`src/rtl/uart_tx_fifo.sv`:
```
// uart_tx_fifo: UART transmitter fed by a small write FIFO.
//   Programmable bit period (CLKS_PER_BIT), data width (DATA_BITS, LSB first),
//   1 or 2 stop bits, and back-to-back frames with no idle gap.
//   Optional parity bit when the macro UART_TX_PARITY_EN is defined.
// Ports:
//   clk, rst      rising-edge clock, asynchronous active-high reset
//   en            allows new frames to start
//   wr, wr_data   push strobe and data (accepted when !full)
//   full, empty   FIFO status from the registered entry count
//   overflow      1-cycle pulse after a write was dropped because the FIFO was full
//   out           serial line, idles high
//   busy          high while a frame is on the line
//   done          1-cycle pulse after each frame's stop period
//   parity_odd    (UART_TX_PARITY_EN only) 1 = odd parity, 0 = even parity
module uart_tx_fifo #(
    parameter int unsigned DATA_BITS    = 8,
    parameter int unsigned CLKS_PER_BIT = 16,
    parameter int unsigned STOP_BITS    = 1,
    parameter int unsigned FIFO_DEPTH   = 4
) (
    input  logic                 clk,
    input  logic                 rst,
    input  logic                 en,
    input  logic                 wr,
    input  logic [DATA_BITS-1:0] wr_data,
`ifdef UART_TX_PARITY_EN
    input  logic                 parity_odd,
`endif
    output logic                 full,
    output logic                 empty,
    output logic                 overflow,
    output logic                 out,
    output logic                 busy,
    output logic                 done
);

    localparam int unsigned AW = $clog2(FIFO_DEPTH);
    localparam int unsigned CW = AW + 1;
    localparam int unsigned BW = $clog2(CLKS_PER_BIT);
    localparam int unsigned IW = $clog2(DATA_BITS);

    typedef enum logic [2:0] {
        S_IDLE   = 3'd0,
        S_START  = 3'd1,
        S_DATA   = 3'd2,
        S_PARITY = 3'd3,
        S_STOP   = 3'd4
    } state_t;

    logic [DATA_BITS-1:0] r_mem [FIFO_DEPTH];
    logic [AW-1:0]        r_wptr;
    logic [AW-1:0]        r_rptr;
    logic [CW-1:0]        r_count;
    logic [CW-1:0]        w_count_next;
    logic                 r_full;
    logic                 r_empty;
    logic                 r_overflow;
    logic                 w_push;
    logic                 w_pop;
    logic                 w_can_pop;
    logic [DATA_BITS-1:0] w_head;
    logic                 w_head_par;

    state_t               r_state;
    state_t               w_state_next;
    logic [BW-1:0]        r_baud;
    logic [BW-1:0]        w_baud_next;
    logic [IW-1:0]        r_idx;
    logic [IW-1:0]        w_idx_next;
    logic [DATA_BITS-1:0] r_shift;
    logic [DATA_BITS-1:0] w_shift_next;
    logic                 r_par;
    logic                 w_par_next;
    logic                 w_tc;
    logic                 r_out;
    logic                 w_out_next;
    logic                 r_busy;
    logic                 r_done;
    logic                 w_done_next;

    // FIFO bookkeeping; a write while full is dropped even if a pop happens that cycle
    assign w_push       = wr && !r_full;
    assign w_can_pop    = en && !r_empty;
    assign w_head       = r_mem[r_rptr];
    assign w_count_next = r_count + CW'(w_push) - CW'(w_pop);

`ifdef UART_TX_PARITY_EN
    assign w_head_par = (^w_head) ^ parity_odd;
`else
    assign w_head_par = 1'b0;
`endif

    // FIFO storage; contents are don't-care after reset since pointers clear
    always_ff @(posedge clk) begin
        if (w_push) begin
            r_mem[r_wptr] <= wr_data;
        end
    end

    // FIFO pointers, count and registered status flags
    always_ff @(posedge clk or posedge rst) begin
        if (rst) begin
            r_wptr     <= '0;
            r_rptr     <= '0;
            r_count    <= '0;
            r_full     <= 1'b0;
            r_empty    <= 1'b1;
            r_overflow <= 1'b0;
        end else begin
            if (w_push) r_wptr <= r_wptr + AW'(1);
            if (w_pop)  r_rptr <= r_rptr + AW'(1);
            r_count    <= w_count_next;
            r_full     <= (w_count_next == CW'(FIFO_DEPTH));
            r_empty    <= (w_count_next == '0);
            r_overflow <= wr && r_full;
        end
    end

    assign w_tc = (r_baud == BW'(CLKS_PER_BIT - 1));

    // Next state; line level is derived from the next state so out is registered
    always_comb begin
        w_state_next = r_state;
        w_baud_next  = w_tc ? '0 : r_baud + BW'(1);
        w_idx_next   = r_idx;
        w_shift_next = r_shift;
        w_par_next   = r_par;
        w_pop        = 1'b0;
        w_done_next  = 1'b0;
        w_out_next   = 1'b1;

        case (r_state)
            S_IDLE: begin
                w_baud_next = '0;
                w_idx_next  = '0;
                if (w_can_pop) begin
                    w_pop        = 1'b1;
                    w_shift_next = w_head;
                    w_par_next   = w_head_par;
                    w_state_next = S_START;
                end
            end
            S_START: begin
                if (w_tc) begin
                    w_idx_next   = '0;
                    w_state_next = S_DATA;
                end
            end
            S_DATA: begin
                if (w_tc) begin
                    if (r_idx == IW'(DATA_BITS - 1)) begin
                        w_idx_next = '0;
`ifdef UART_TX_PARITY_EN
                        w_state_next = S_PARITY;
`else
                        w_state_next = S_STOP;
`endif
                    end else begin
                        w_idx_next = r_idx + IW'(1);
                    end
                end
            end
`ifdef UART_TX_PARITY_EN
            S_PARITY: begin
                if (w_tc) begin
                    w_idx_next   = '0;
                    w_state_next = S_STOP;
                end
            end
`endif
            S_STOP: begin
                // r_idx counts stop bits here
                if (w_tc) begin
                    if (r_idx == IW'(STOP_BITS - 1)) begin
                        w_done_next = 1'b1;
                        w_idx_next  = '0;
                        if (w_can_pop) begin
                            w_pop        = 1'b1;
                            w_shift_next = w_head;
                            w_par_next   = w_head_par;
                            w_state_next = S_START;
                        end else begin
                            w_state_next = S_IDLE;
                        end
                    end else begin
                        w_idx_next = r_idx + IW'(1);
                    end
                end
            end
            default: begin
                w_baud_next  = '0;
                w_idx_next   = '0;
                w_state_next = S_IDLE;
            end
        endcase

        case (w_state_next)
            S_START:  w_out_next = 1'b0;
            S_DATA:   w_out_next = w_shift_next[w_idx_next];
            S_PARITY: w_out_next = w_par_next;
            default:  w_out_next = 1'b1;
        endcase
    end

    // FSM state and registered line outputs
    always_ff @(posedge clk or posedge rst) begin
        if (rst) begin
            r_state <= S_IDLE;
            r_baud  <= '0;
            r_idx   <= '0;
            r_shift <= '0;
            r_par   <= 1'b0;
            r_out   <= 1'b1;
            r_busy  <= 1'b0;
            r_done  <= 1'b0;
        end else begin
            r_state <= w_state_next;
            r_baud  <= w_baud_next;
            r_idx   <= w_idx_next;
            r_shift <= w_shift_next;
            r_par   <= w_par_next;
            r_out   <= w_out_next;
            r_busy  <= (w_state_next != S_IDLE);
            r_done  <= w_done_next;
        end
    end

    assign full     = r_full;
    assign empty    = r_empty;
    assign overflow = r_overflow;
    assign out      = r_out;
    assign busy     = r_busy;
    assign done     = r_done;

endmodule

```
`config.mk`:
```
export PLATFORM = sky130hd
export DESIGN_NAME = uart_tx_fifo
export DESIGN_NICKNAME = d
export VERILOG_FILES = /design/src/rtl/uart_tx_fifo.sv
export SDC_FILE = /design/constraint.sdc
export NUM_CORES = 1
export LEC_CHECK = 0
export CAP_MARGIN = 0
export CORE_UTILIZATION = 40
export CTS_CLUSTER_SIZE = 28
export DETAILED_ROUTE_END_ITERATION = 8
export PLACE_DENSITY = 0.67
export SETUP_SLACK_MARGIN = 0.05
export SLEW_MARGIN = 20
export SYNTH_ARGS = -nofsm -noshare
export SYNTH_HDL_FRONTEND = slang
export SYNTH_SLANG_ARGS = --single-unit
```
`constraint.sdc`:
```
create_clock -name clk -period 4.12 [get_ports clk]
set_clock_uncertainty 0.2 [all_clocks]
set_input_delay 1.236 -clock clk [delete_from_list [all_inputs] [get_ports clk]]
set_output_delay 1.236 -clock clk [all_outputs]
set_load 0.005 [all_outputs]
```
Yosys cells after proc, flatten, opt, wreduce, memory -nomap -nowiden
Memory sizes are Yosys's and may differ from the RTL's.
Index checks and enable logic that the tools add are counted.
{"block": "classes", "addsub": 6, "magnitude_cmp": 1, "n_eq_ne": 9, "mux": 36, "n_reduce_logical": 10}
{"op": "$mux 3", "n": 11}
{"op": "$mux 8", "n": 3}
{"op": "$pmux 8 s2", "n": 1}
{"op": "$mux 1", "n": 13}
{"op": "$pmux 3 s4", "n": 1}
{"op": "$eq 3x2->1 const B", "n": 3}
{"op": "$eq 3x3->1 const B", "n": 3}
{"op": "$logic_not 3->1", "n": 3}
{"op": "$pmux 3 s3", "n": 1}
{"op": "$mux 4", "n": 2}
{"op": "$eq 3x1->1 const B", "n": 2}
{"op": "$add 2x1->2 const B", "n": 2}
{"op": "$add 4x1->4 const B", "n": 1}
{"op": "$eq 4x4->1 const B", "n": 1}
{"op": "$lt 3x4->1 const B", "n": 1}
{"op": "$pmux 1 s2", "n": 2}
{"op": "$add 3x1->3", "n": 1}
{"op": "$add 3x1->3 const B", "n": 1}
{"op": "$bmux 1 s3", "n": 1}
{"op": "$logic_and 1x1->1", "n": 3}
{"op": "$pmux 1 s3", "n": 1}
{"op": "$reduce_bool 3->1", "n": 1}
{"op": "$reduce_or 3->1", "n": 1}
{"op": "$sub 3x1->3", "n": 1}
{"op": "$logic_not 1->1", "n": 2}
{"block": "totals", "reg_bits": 32, "ram_bits": 32, "inputBits": 12, "mem_count": 1}
{"name": "r_mem", "depth": 4, "width": 8, "read_ports": 1, "rd_clocked_by_memory_dff": 0, "write_ports": 1, "line": "50", "source": "logic [DATA_BITS-1:0] r_mem [FIFO_DEPTH];"}

Depth between registers and ports, before layout
Gate-level depths: netlist of run 1.
{"block": "logic_depth", "ltp_word": 9, "mapped_depth": 14, "mapped_depth_nobuf": 14}

Worst setup path after synthesis of run 1
Ideal clock, no wire load.
{"block": "synth_timing", "kind": "input -> register", "from": "input en", "to": "register r_full (netlist: full)", "arrival_ns": 3.113, "setup_slack_ns": 0.719, "path_stages": 11, "path_buffers": 0, "path_cell_list": "nor4b_1 > nand2_1 > inv_2 > ha_1 > inv_1 > ha_1 > inv_1 > fa_1 > xnor2_1 > xnor2_1 > nor3b_1"}
{"block": "synth_via", "elab_chain_cells": 7}
{"element": "start, declared", "line": "23", "source": "input logic en,"}
{"element": "$logic_and 1x1->1 (*)", "line": "83", "source": "assign w_can_pop = en && !r_empty;"}
{"element": "$mux 1 (*)", "line": "136, 177"}
{"element": "$mux 1", "line": "174", "source": "if (r_idx == IW'(STOP_BITS - 1)) begin"}
{"element": "$mux 1", "line": "173", "source": "if (w_tc) begin"}
{"element": "$pmux 1 s2 (*)", "line": "132", "source": "case (r_state)"}
{"element": "net w_pop", "line": "59", "source": "logic w_pop;"}
{"element": "$sub 3x1->3 (*)", "line": "85", "source": "assign w_count_next = r_count + CW'(w_push) - CW'(w_pop);"}
{"element": "net w_count_next[2]", "line": "54", "source": "logic [CW-1:0] w_count_next;"}
{"element": "$eq 3x3->1 (*)", "line": "113", "source": "r_full <= (w_count_next == CW'(FIFO_DEPTH));"}
{"element": "end signal, assigned", "line": "113"}
{"element": "end, declared", "line": "55", "source": "logic r_full;"}
The timed path passes the listed nets; every way through them passes the cells marked *.
A chain may end at the register's enable or synchronous reset.

Final worst setup path of run 1
Ends and elaborated chain as after synthesis.

==> metrics.cfg, run 1 <==
[run_status]
status = complete, but fails checks
violations = DRC

[sta]
finalMaxSlewViolations = 0
finalSetupViolCount = 0
tightest_slew_ps = 570.5
rsz0062_at_grt = false
relSlewSlack = 0.6164
hold_viol = 0
min_period_ps = 3491
fmax_ghz = 0.2864
period_share = 0.8474
fin_setup_tns_ps = 0

[cells_and_area]
nNetsFinal = 248
antennaDiodeCount = 0
area_delta_synth_final_pct = 16.09
final_cell_area_um2 = 3196
drive_above_1_share = 0.1391
fin_cells = 307
finish.utilization = 0.4920

[detailed_routing]
viasPerCell = 5.003
dr.first_iter.drc_count = 67
drt-total-wl_mm = 4.338
vias = 1536
wl_per_cell_um = 14.13
first_pass_iters = 6
drtAntennaViolNets = 0
drcViolationCount = 2

[pwr]
seqPwrFrac = 0.529
p_per_area_nw_per_um2 = 471.9
clkPwrFrac = 0.337
swShare = 0.2505
p_leak_uw = 0.001283
max-vdd-ir-drop_v = 0.0002932
comb_power_share = 0.134
intPower_uw = 1130
netSwitchingPower_uw = 377.8

[floorplan]
fp.dieW_um = 84.96
die_h_um = 84.96
placementRows = 29
dieArea_um2 = 7217
initial_core_util = 0.4238
ios = 18
core_um2 = 6495

[logic_synthesis]
synth_area_um2 = 2753
synth-main-ff-cell = edfxtp_1
synth_xor_area_frac = 0.02227
netlist.area_leader.share = 0.3491
yosysWarnings = 0
synth.avg_cell_area_um2 = 13.69
synth_cells = 201
yosysMostFrequentCell = edfxtp_1
synthArstFlopShare = 0.4921
synth_fa_ha_area_frac = 0.05273
synth_top_family_by_area = simple AND/OR/NAND/NOR gates
yosys.area.top_type = edfxtp_1
ys_seq_area_frac = 0.6318
netlist_top_cells_count = edfxtp_1 (32), nand2_1 (30), dfrtp_1 (29), ha_1 (10), inv_1 (10)
synth.distinct_cells = 42
synth-seq-cells = 63
synthTopCellsByArea = edfxtp_1 (35%), dfrtp_1 (26%), mux4_2 (6.5%)
synth-edff-count = 32
syn_nets = 224
synth_mux_area_frac = 0.07636
synth_compound_gate_area_share = 0.07364
synthSimpleGateAreaFrac = 0.1127

[setup_path]
cpLargestDelayFamily = adder cells
critical_path_required_ps = 4160
reg2reg_from = r_baud[0]
ff2ff_path_depth = 13
crit_chain = clkdlybuf4s50_1 > nor4b_1 > nand2_1 > inv_2 > ha_1 > inv_1 > ha_1 > inv_1 > fa_1 > xnor2_1 > xnor2_1 > nor3b_1
crit_fanout = 3
critPathCaptureType = flop
r2r_slack_ps = 1020
arrival_ps = 3530
worstReg2RegEnd = full
critPathLaunchType = input pin
crit_type = input pin to flop
critical_path.max_stage_delay_ps = 450
slowest_stage = clkdlybuf4s50_1
crit_buf_inv = 4

[clock_network]
numCtsBuffers = 9
root_buffer = clkbuf_8
hold_buffers = 0
post-cts-setup-buffers = 0
clkTransAtPathRegs_ps = 70
htreeDepth = 3
insertion_delay_ps = 330
cts_sinks = 63
clockBufferDepth = 2
cts_resized = 0
cts_tree = done

[global_routing]
first_global_vias = 1613
antenna_found_initial = 0
gr-total-overflow = 0
grt_usage = 0.1381
grt_start_max_net_pins = 19
grt_pass1_wl_mm = 7.555

[hold_path]
hold_start = r_shift[5]
hold_end = r_shift[5]
hp-class = flop to flop
min_path_cells = 2

[placement]
gp_congestion = 0.7571
dp.cells = 291
port_buffers = 17
place_area_um2 = 3007
hpwl_mm = 2.940

[run]
cap_violations = 0

-- cell usage in the layout (no fill, tap or decap), types with 2 or more instances in the layout --
cell,synthesis,final
o21ai_0,3,3
mux4_2,8,8
a21o_1,2,2
dfrtp_1,29,29
nor3_1,3,3
a21oi_1,6,6
and2_1,6,6
nor4b_1,2,2
nand2_1,30,30
xnor2_1,7,7
o32ai_1,2,2
clkinv_1,0,2
clkdlybuf4s50_1,0,17
nand3_1,2,2
o21ai_1,2,2
nor2_1,7,7
clkinvlp_4,0,2
clkbuf_8,0,9
nand2b_1,3,3
mux2i_1,3,3
o211ai_1,3,3
inv_1,10,10
dfstp_2,2,2
nor2b_1,4,4
buf_4,0,4
ha_1,10,10
edfxtp_1,32,32
-- registers in the layout, indices dropped and copies added, names as in the netlist --
register,cells
busy,1
done,1
empty,1
full,1
out,1
overflow,1
r_baud,4
r_count,3
r_idx,3
r_mem,32
r_rptr,2
r_shift,8
r_state,3
r_wptr,2
-- worst reg2reg max path: cells and delay by family, from the launching register on --
family          cells  cell delay, ps
flops               1             400
xor+xnor            2             360
buf+inv             3             170
compound gates      1             300
fa+ha+maj           4             960
simple gates        3             620
-- metrics by stage --
stage | setup slack (ps) | total power, uW | hold slack (ps)
floorplan | 718.7 | 939.4 | 238.5
global placement | 368.6 | 1004 | 253.6
detailed placement | 270.5 | 1017 | 259.8
CTS | 629.6 | 1526 | 274.7
global route | 417.0 | 1585 | 303.3
finish | 628.7 | 1508 | 274.9
-- how the worst max path moves through the flow --
stage	startpoint	end	slack (ps)	depth (start not counted)
3_5_place_dp	en	full	270	12
5_1_grt	en	full	420	12
6_report	en	full	630	12
3_3_place_gp	en	full	370	12
4_1_cts	en	full	630	12
2_1_floorplan	en	full	720	11
-- kinds of logic (layout without fill, tap and decap cells) --
kind of cell	Yosys count	after routing
xor gates and xnor gates	7	7
adders and majority gates	11	11
AOI/OAI and AO/OA	26	26
muxes	11	11
buffers and inverters	19	48
DFF	63	63
and+or+nand+nor	64	64
-- per-layer routing --
| metal | vias up | global-route usage | part of all wire |
|---|---|---|---|
| met4 | 0 | 0.04160 | 0.0067 |
| met2 | 22 | 0.2185 | 0.48 |
| met1 | 743 | 0.1751 | 0.47 |
| met3 | 3 | 0.05642 | 0.042 |
| met5 | - | 0 | 0 |
| li1 | 768 | - | - |
-- final cells by class --
| cell class | instances | area, um^2 |
|---|---|---|
| fillers | 565 | 3299 |
| flip-flops and latches | 63 | 1739 |
| multi-input cells | 119 | 929.6 |
| repair buffers | 21 | 200.2 |
| clock buffers | 10 | 127.6 |
| well taps | 77 | 96.34 |
| clock inverters | 6 | 61.31 |
| inverters | 11 | 41.29 |
-- power groups by stage --
stage / Sequential (uW) / Clock [uW] / Combinational [uW]
detailed placement: 808 / 0 / 209
CTS: 797 / 522 / 207
finish: 797 / 508 / 203
global route: 806 / 550 / 230
global placement: 806 / 0 / 199
floorplan: 798 / 0 / 141
No activity file was read; power rests on OpenSTA's default activity.
==> run 2: changes to the inputs <==
clock period = 3.3 ns   (was 4.12 ns; I/O delays follow)
==> run 2 against run 1 <==
The run still ends with DRC left. Register-to-register slack worse by 620 ps. Flip-flop and latch count stayed put. Count of clock-buffer cells in the layout fell by 1. Utilization up 0.64 points. Critical path depth increased by 1. Die area stayed put. Wire length rose by 1.9%. First-iteration DRC count increased by 19%. Largest cell class unchanged.
==> metrics.cfg, run 2 (same netlist as run 1, synthesis figures left out) <==
[run_status]
status = complete, but fails checks
violations = DRC

[sta]
finalMaxSlewViolations = 0  ; unchanged
finalSetupViolCount = 0  ; unchanged
hold_viol = 0  ; unchanged
tightest_slew_ps = 639.6  ; +69.06 ps
fin_setup_tns_ps = 0  ; unchanged
rsz0062_at_grt = false
relSlewSlack = 0.5700  ; -0.04644
period_share = 0.9545
fmax_ghz = 0.3175
min_period_ps = 3150
hold_slack_ps = 269.3  ; -5.549 ps

[placement]
hpwl_mm = 2.939  ; about the same
dp.cells = 292  ; +0.34%
gp_congestion = 0.7776  ; +2.7%
port_buffers = 17  ; unchanged

[pwr]
p_per_area_nw_per_um2 = 579.6  ; +23%
p_leak_uw = 0.001299  ; +1.2%
max-vdd-ir-drop_v = 0.0003203  ; +9.3%
total_power_uw = 1876  ; +24%

[setup_path]
critical_path.max_stage_delay_ps = 450  ; about the same
crit_chain = clkdlybuf4s50_1 > nor4b_4 > nand2_1 > inv_2 > ha_4 > inv_1 > ha_2 > inv_1 > fa_2 > xnor2_2 > xnor2_1 > buf_4 > nor3_1
cp_common_cell = inv_1
ff2ff_path_depth = 15  ; +2
critical_path_required_ps = 3350  ; -810 ps
arrival_ps = 3200  ; -330 ps
r2r_slack_ps = 400  ; -620 ps
worstReg2RegEnd = empty
slowest_stage = clkdlybuf4s50_1
critPathLaunchType = input pin
crit_fanout = 2  ; -1
critPathCaptureType = flop
crit_path_start = en
cp-endpoint = empty
crit_type = input pin to flop
reg2reg_from = r_idx[0]

[cells_and_area]
largest_registers = r_mem (32), r_shift (8), r_baud (4)
regArea_um2 = 1739  ; unchanged
nNetsFinal = 250  ; +0.81%
largest_reg_flops = 32  ; unchanged
drive_above_1_share = 0.1767  ; +0.03759
area_delta_synth_final_pct = 17.59
mostFrequentLayoutCells = edfxtp_1 (32), nand2_1 (30), dfrtp_1 (29)
regMostFlops = r_mem
multi_input_area_um2 = 974.7  ; +4.8%
layout_commonest_cell = edfxtp_1
fillers = 581  ; +2.8%
finish.utilization = 0.4984  ; +0.006358
antennaDiodeCount = 0  ; unchanged
fin_cells = 309  ; +0.65%

[clock_network]
numCtsBuffers = 9  ; unchanged
cts_tree = done
root_buffer = clkbuf_8
insertion_delay_ps = 340  ; about the same
cts_sinks = 63  ; unchanged
htreeDepth = 3  ; unchanged
clkTransAtPathRegs_ps = 70  ; about the same
clockBufferDepth = 2  ; unchanged

[detailed_routing]
drtAntennaViolNets = 0  ; unchanged
wl_per_cell_um = 14.31  ; +1.3%
first_pass_iters = 6  ; unchanged
dr.first_iter.drc_count = 80  ; +19%
vias = 1575  ; +2.5%
viasPerCell = 5.097  ; +1.9%
drcViolationCount = 2  ; unchanged
drt-total-wl_mm = 4.422  ; +1.9%

[floorplan]
die_h_um = 84.96  ; unchanged
fp.dieW_um = 84.96  ; unchanged
ios = 18  ; unchanged
dieArea_um2 = 7217  ; unchanged
core_um2 = 6495  ; unchanged
placementRows = 29  ; unchanged
initial_core_util = 0.4238  ; unchanged

[global_routing]
grt_pass1_wl_mm = 7.693  ; +1.8%
antenna_found_initial = 0  ; unchanged
gr-total-overflow = 0  ; unchanged
grt_usage = 0.1443  ; +0.006203
first_global_vias = 1620  ; +0.43%
grt_start_max_net_pins = 32  ; +13

[run]
cap_violations = 0  ; unchanged

[hold_path]
hp-class = flop to flop

## run 2: metal layers
metal,share of wire,vias up,global-route usage
li1,-,770,-
met1,0.45,769,0.1836
met2,0.49,28,0.2265
met3,0.040,8,0.05253
met4,0.014,0,0.05547
met5,0,-,0
## run 2: through the flow
stage                     area [um^2]  setup slack [ps]
after floorplan                  2753             144.7
after global placement           3014            -201.8
after detailed placement         3014            -266.2
after CTS                        3197             58.06
after global routing             3237             69.04
final                            3237             150.3
## run 2: worst min-delay path by stage
stage	startpoint	end	slack [ps]	cells after the start
after floorplan	r_shift[5]	r_shift[5]	240	2
after global placement	r_shift[0]	r_shift[0]	250	2
after detailed placement	r_shift[0]	r_shift[0]	260	2
after CTS	r_shift[0]	r_shift[0]	270	2
after global routing	r_shift[0]	r_shift[0]	300	2
final	r_shift[0]	r_shift[0]	270	2
## run 2: worst max-delay path: cells and delay by family
family	cells	cell delay, ps
buf+inv	5	800
fa+ha+maj	3	700
simple gates	3	420
xor+xnor	2	280
## run 2: area by class of cell
| type | count | share of cell area |
|---|---|---|
| Inverter | 11 | 0.01276 |
| Sequential cell | 63 | 0.5373 |
| Clock inverter | 7 | 0.01430 |
| Tap cell | 77 | 0.02976 |
| Timing Repair Buffer | 23 | 0.06649 |
| Multi-Input combinational cell | 119 | 0.3011 |
| Clock buffer | 9 | 0.03827 |
## run 2: report_power, final
group | switching (uW) | internal [uW] | total (uW) | leakage, uW
combinational | 155 | 155 | 310 | 0.000526
sequential | 44.3 | 952 | 996 | 0.000688
clock | 298 | 272 | 570 | 0.0000851
total | 497 | 1380 | 1880 | 0.00130
## run 2: repair_timing
item                                    4_1_cts  5_1_grt
endpoints found under the setup margin        1        3
gates resized for setup                       1        6
hold buffers                                  0        0
buffers inserted                              1        0
pin swaps                                     1        2
